File: src/rtl/seq_multiplier.sv
// Shift-add sequential multiplier producing a 2N-bit HI/LO product.
// Optional MULT_SIGNED_EN adds signed_op and a sign-fix state.
module seq_multiplier #(
    parameter int N = 32,
    localparam int M = $clog2(N)
) (
    input  logic         clk,
    input  logic         rst_n,
    input  logic         start,
    input  logic [N-1:0] a,
    input  logic [N-1:0] b,
`ifdef MULT_SIGNED_EN
    input  logic         signed_op,
`endif
    output logic         busy,
    output logic         done,
    output logic [N-1:0] hi,
    output logic [N-1:0] lo,
    output logic         cnt_set,
    output logic         cnt_count,
    input  logic [M-1:0] cnt_value
);

`ifdef MULT_SIGNED_EN
    typedef enum logic [2:0] {IDLE, INIT, RUN, DONE, FIX} state_t;
`else
    typedef enum logic [1:0] {IDLE, INIT, RUN, DONE} state_t;
`endif

    state_t       state_q, state_d;
    logic         busy_q, busy_d;
    logic         done_q, done_d;
    logic         cnt_set_q, cnt_set_d;
    logic         cnt_count_q, cnt_count_d;
    logic [N-1:0] hi_q, hi_d;
    logic [N-1:0] lo_q, lo_d;
    logic [N-1:0] acc_q, acc_d;
    logic [N-1:0] mplier_q, mplier_d;
    logic [N-1:0] mcand_q, mcand_d;
    logic [N-1:0] addend;
    logic [N:0]   sum;
    logic         last_step;
`ifdef MULT_SIGNED_EN
    logic           sign_q, sign_d;
    logic [N-1:0]   a_mag, b_mag;
    logic [2*N-1:0] prod_neg;
`endif

    assign busy      = busy_q;
    assign done      = done_q;
    assign hi        = hi_q;
    assign lo        = lo_q;
    assign cnt_set   = cnt_set_q;
    assign cnt_count = cnt_count_q;

    // Counter reads 2 before the N-th step once it has wrapped from 1.
    assign last_step = (cnt_value == M'(2));
    assign addend    = mplier_q[0] ? mcand_q : {N{1'b0}};
    assign sum       = {1'b0, acc_q} + {1'b0, addend};

`ifdef MULT_SIGNED_EN
    assign a_mag    = (signed_op && a[N-1]) ? -a : a;
    assign b_mag    = (signed_op && b[N-1]) ? -b : b;
    assign prod_neg = -{acc_q, mplier_q};
`endif

    always_ff @(posedge clk or negedge rst_n) begin
        if (!rst_n) begin
            state_q     <= IDLE;
            busy_q      <= 1'b0;
            done_q      <= 1'b0;
            cnt_set_q   <= 1'b0;
            cnt_count_q <= 1'b0;
            hi_q        <= '0;
            lo_q        <= '0;
            acc_q       <= '0;
            mplier_q    <= '0;
            mcand_q     <= '0;
`ifdef MULT_SIGNED_EN
            sign_q      <= 1'b0;
`endif
        end else begin
            state_q     <= state_d;
            busy_q      <= busy_d;
            done_q      <= done_d;
            cnt_set_q   <= cnt_set_d;
            cnt_count_q <= cnt_count_d;
            hi_q        <= hi_d;
            lo_q        <= lo_d;
            acc_q       <= acc_d;
            mplier_q    <= mplier_d;
            mcand_q     <= mcand_d;
`ifdef MULT_SIGNED_EN
            sign_q      <= sign_d;
`endif
        end
    end

    always_comb begin
        state_d     = state_q;
        busy_d      = busy_q;
        done_d      = 1'b0;
        cnt_set_d   = cnt_set_q;
        cnt_count_d = cnt_count_q;
        hi_d        = hi_q;
        lo_d        = lo_q;
        acc_d       = acc_q;
        mplier_d    = mplier_q;
        mcand_d     = mcand_q;
`ifdef MULT_SIGNED_EN
        sign_d      = sign_q;
`endif
        unique case (state_q)
            IDLE: begin
                if (start) begin
`ifdef MULT_SIGNED_EN
                    mcand_d  = a_mag;
                    mplier_d = b_mag;
                    sign_d   = signed_op & (a[N-1] ^ b[N-1]);
`else
                    mcand_d  = a;
                    mplier_d = b;
`endif
                    acc_d     = '0;
                    busy_d    = 1'b1;
                    cnt_set_d = 1'b1;
                    state_d   = INIT;
                end
            end
            INIT: begin
                cnt_set_d   = 1'b0;
                cnt_count_d = 1'b1;
                state_d     = RUN;
            end
            RUN: begin
                // The multiplier register shifts out as the low accumulator.
                acc_d    = sum[N:1];
                mplier_d = {sum[0], mplier_q[N-1:1]};
                if (last_step) begin
                    cnt_count_d = 1'b0;
`ifdef MULT_SIGNED_EN
                    state_d = FIX;
`else
                    hi_d    = sum[N:1];
                    lo_d    = {sum[0], mplier_q[N-1:1]};
                    done_d  = 1'b1;
                    busy_d  = 1'b0;
                    state_d = DONE;
`endif
                end
            end
`ifdef MULT_SIGNED_EN
            FIX: begin
                if (sign_q) begin
                    hi_d = prod_neg[2*N-1:N];
                    lo_d = prod_neg[N-1:0];
                end else begin
                    hi_d = acc_q;
                    lo_d = mplier_q;
                end
                done_d  = 1'b1;
                busy_d  = 1'b0;
                state_d = DONE;
            end
`endif
            DONE: begin
                state_d = IDLE;
            end
            default: begin
                state_d = IDLE;
            end
        endcase
    end

endmodule

File: config.mk
export PLATFORM = sky130hd
export DESIGN_NAME = seq_multiplier
export DESIGN_NICKNAME = d
export VERILOG_FILES = /design/src/rtl/seq_multiplier.sv
export SDC_FILE = /design/constraint.sdc
export NUM_CORES = 1
export LEC_CHECK = 0
export ABC_CLOCK_PERIOD_IN_PS = 8000
export CORE_MARGIN = 2
export CORE_UTILIZATION = 58
export CTS_CLUSTER_DIAMETER = 200
export DETAILED_ROUTE_END_ITERATION = 12
export MAX_ROUTING_LAYER = met4
export PLACE_DENSITY = 0.94
export SYNTH_ARGS = -nofsm -noshare
export SYNTH_HDL_FRONTEND = slang
export SYNTH_SLANG_ARGS = --single-unit
File: constraint.sdc
create_clock -name clk -period 8 [get_ports clk]
set_input_delay 0.8 -clock clk [delete_from_list [all_inputs] [get_ports clk]]
set_output_delay 0.8 -clock clk [all_outputs]
set_load 0.02 [all_outputs]
# ---- Word level (Yosys, flattened, before mapping)
# Index checks and enable logic that the tools add are counted.
dict set report totals {
  register_bits 166
  latchBits 0
  ram_bits 0
  rom_bits 0
  inputBits 72
  out_inout_bits 68
  elab_cells 43
  mem_count 0
}
dict set report classes {
  n_addsub 1
  n_mul 0
  div_mod_pow 0
  n_lt_le_gt_ge 0
  eq_ne 6
  shift 0
  mux 15
  bitwise_logic 0
  n_reduce_logical 11
}
# operator count
set ops {}
lappend ops {{$pmux W32 S2} 2}
lappend ops {{$mux W32} 3}
lappend ops {{$add A32 B32 Y33} 1}
lappend ops {{$reduce_and A2 Y1} 6}
lappend ops {{$pmux W2 S4} 1}
lappend ops {{$pmux W1 S2} 3}
lappend ops {{$reduce_bool A2 Y1} 3}
lappend ops {{$eq A5 B2 Y1 const B} 1}
lappend ops {{$eq A2 B2 Y1 const B} 2}
lappend ops {{$mux W1} 4}
lappend ops {{$mux W2} 2}
lappend ops {{$ne A2 B2 Y1 const B} 2}
lappend ops {{$reduce_and A3 Y1} 1}
lappend ops {{$eq A2 B1 Y1 const B} 1}
lappend ops {{$logic_not A2 Y1} 1}

# ---- Longest topological paths before layout
dict set report depth {
  word_depth 3
  ltp_mapped 12
  mapped_depth_nobuf 11
}

# ---- Least setup slack after synthesis
# OpenSTA, ideal clock, no wires.
dict set report synth_timing {
  path_kind {register -> register}
  startpoint {register mplier_q[0]}
  endpoint {register hi_q[25] (netlist: hi[25])}
  setup_ps 125
  arrival_ps 2812
  required_ps 7875
  path_slack_ps 5063
  stages_incl_launch_ff 13
  n_path_buf 1
  synth_period_minus_slack_ps 2937
  path_cell_list {dfrtp_1 > clkbuf_1 > and2_1 > ha_1 > fa_1 > a21oi_1 > o221ai_2 > a21oi_2 > o31ai_4 > a41oi_4 > o21ai_2 > xor2_1 > mux2_2}
}
dict set report synth_between {
  elab_chain_cells 2
}
# item line
set synth_rtl {}
lappend synth_rtl {{from (decl)} 38} ;# logic [N-1:0] mplier_q, mplier_d;
lappend synth_rtl {{from (signal assigned)} 91} ;# mplier_q <= mplier_d;
lappend synth_rtl {{$mux W32} 58} ;# assign addend = mplier_q[0] ? mcand_q : {N{1'b0}};
lappend synth_rtl {{$add A32 B32 Y33} 59} ;# assign sum = {1'b0, acc_q} + {1'b0, addend};
lappend synth_rtl {{to (signal assigned)} 88} ;# hi_q <= hi_d;
lappend synth_rtl {{to (decl)} 35} ;# logic [N-1:0] hi_q, hi_d;
# No other way between the ends.
# A chain may end at the register's enable or synchronous reset.

# ---- Worst setup path in the final report
dict set report layout_timing {
  startpoint {register mplier_q[0]}
  endpoint {register hi_q[24] (netlist: hi[24])}
}
# The elaborated chain is that of the path after synthesis.

==> results.toml <==
[status]
status = "complete, no violations"

[yosys]
synth.net_count = 888
synthDominantCellAreaShare = 0.501
synth_edf_count = 0
ys_ff_latch = 166
synth_most_common_cell = "nand2_1"
yosys.cell_types.count = 53
syn_area_um2 = 8290
synth.cells.most_frequent = "nand2_1, dfrtp_1, mux2_2"
netlist_top_cells_area = "dfrtp_1, mux2_2, nand2_1"
ys_seq_area_frac = 0.501
yosysTopAreaCell = "dfrtp_1"
syn_area_per_cell_um2 = 10.6
synthArstFlopShare = 1.00
yosys_warnings = 0
syn-instance-count = 780
ys.flop_type = "dfrtp_1"

[sta]
rsz0062_at_grt = "false"
post-route-period-util = 0.450
finClkSkew_ps = 4.81
fin_crit_ps = 3600
slew_headroom = 0.377
hold_violations = 0
finalSetupTns_ps = 0
tightest_slew_ps = 935
fmax_ghz = 0.278
setup_viol = 0
maxSlewViolCount = 0

[clocking]
tritoncts = "done"
cts_setup_buffers = 0
cts_buffers = 17
hold_buffers = 0
clock_path_buffers = 2
clock_latency_ps = 430
root_buffer = "clkbuf_16"
clk_pin_slew_ps = 60
clock_sinks = 166
cts_resized = 0
cts.htree.levels = 4

[hold_path]
hold_path.class = "primary input to asynchronous set/reset pin"

[setup_path]
crit_path_end_kind = "flop"
crit_path_cell_trace = "and2_1 -> ha_1 -> a21oi_1 -> nand2_1 -> o21ai_0 -> a21oi_1 -> a31oi_1 -> o21ai_0 -> xor2_1 -> mux2_2"
slowest_delay_ps = 960
crit_required_ps = 8310
critPathMaxFanout = 33
path_class = "flop to flop"
setup.worst_path.start_class = "flop"
arrival_ps = 3910
critPathSlowestCell = "dfrtp_1"

[layout]
fin_util = 0.744
drive_above_1_share = 0.129
areaGrowthSynthToFinish_pct = 25.1
fin_nets = 1012
diodes = 0
final_area_um2 = 10400

[routing]
drt_pass1_iterations = 5
viasPerCell = 5.77
drtIter0Drc = 522
vias = 6334
wirelength_mm = 19.3
wl_per_cell_um = 17.6
drc_errors = 0
ant_nets = 0

[power_and_ir_drop]
total_power_uw = 4080
seq_power_share = 0.350
powerDensity_nw_per_um2 = 394
switchingPower_uw = 1580
p_sw_frac = 0.386
power_frac_clock = 0.201
pwr-share-comb = 0.450
p_leak_uw = 0.00488
ir_drop_uv = 207
power.internal_uw = 2510

[placement]
io_buffers = 139
gp_congestion = 0.870
placed_cell_area_um2 = 9780
dp_hpwl_mm = 12.9

[die]
rows = 43
start_util = 0.595
die_w_um = 124
pin_count = 140
fp.coreArea_um2 = 13900
die_area_um2 = 15300
die_h_um = 124

[grt]
antenna_found_initial = 0
grt_pass1_wl_mm = 31.8
grt_pass1_vias = 6562
grtUsageTotal = 0.277
grt_max_degree = 91
grt.overflow.total = 0

[flow_run]
timing.max_cap.violations = 0
[area by class of cell]
type                    instances  area, µm²
flip-flops and latches        166       4150
multi-input cells             564       3920
fillers                       898       3560
repair buffers                146       1450
clock buffers                  22        474
well taps                     180        225
clock inverters                10        120
inverters                       9       33.8
[sequential cells by signal, indices dropped and copies added (netlist names)]
name and flops:
cnt_count 1, mplier_q 32, busy 1, hi 32
mcand_q 32, state_q 2, done 1, cnt_set 1
acc_q 32, lo 32
[worst max-delay path, delay by kind of cell (launching register included)]
kind	cells	cell delay, ps
flops	1	960
simple gates	2	420
fa+ha+maj	1	290
xor+xnor	1	190
compound gates	5	1340
mux	1	280
[through the flow]
step	setup slack [ps]	std cells	hold WS, ps
finish	4400	1097	426
global route	4240	1097	487
CTS	4470	1097	466
detailed placement	4520	1065	462
global placement	4660	1065	456
floorplan	5060	780	455
[worst paths after layout]
check	start	to	slack [ps]	cells past startpoint
hold reg to reg	lo[26]	lo[26]	470	2
hold / removal	rst_n	lo[25]	430	1
setup / recovery	mplier_q[0]	hi[24]	4400	10
max in group asynchronous	rst_n	acc_q[29]	6130	2
setup reg to reg	mplier_q[0]	hi[24]	4400	10
min in group clk	lo[26]	lo[26]	470	2
[power by group through the flow]
stage | registers (µW) | clock network (µW) | logic (µW)
after floorplan | 1530 | 0 | 1090
after global placement | 1420 | 0 | 1740
after detailed placement | 1440 | 0 | 1810
after CTS | 1430 | 831 | 1840
after global routing | 1470 | 871 | 2000
final | 1430 | 819 | 1840
[cells by family (layout without fill, tap and decap cells)]
logic type | after synthesis | after routing | synth area share
and+or+nand+nor | 251 | 251 | 0.134
DFF | 166 | 166 | 0.501
AOI/OAI and AO/OA | 154 | 154 | 0.128
muxes | 93 | 93 | 0.121
buffers and inverters | 50 | 187 | 0.0282
adders and majority gates | 36 | 36 | 0.0552
xor gates and xnor gates | 30 | 30 | 0.0317
[cells in the final DEF, fill, tap and decap left out, types with 2 or more instances in the layout]
cell type          n
dfrtp_1          166
buf_4              7
clkbuf_1           2
and2_1            32
a21o_1             7
and3_1             3
a31oi_1            3
clkinv_2           2
nor2_1            12
nand3_1            9
nand2b_1           4
nor3_1             4
nor2b_1            3
xor2_1            19
clkbuf_8           3
clkinv_4           2
nand2_1          167
mux2_2            60
o21a_1             3
mux2i_1           32
o31ai_1            3
a21oi_1           31
a22o_1            28
clkbuf_16         17
inv_6              2
o22a_1             2
clkinvlp_4         2
o211ai_2           2
ha_1              34
inv_1              8
o21ai_2            2
clkdlybuf4s50_1  138
o21ai_0           57
o21bai_1           3
bufinv_16          2
xnor2_1           11
nand4_1            9
nor4_1             2
[metal layers]
layer | track usage | routed length, µm
met5 | - | 0
met4 | 0.0888 | 364
met3 | 0.0784 | 1370
met2 | 0.460 | 9670
met1 | 0.329 | 7940
No activity file was read; power rests on OpenSTA's default activity.
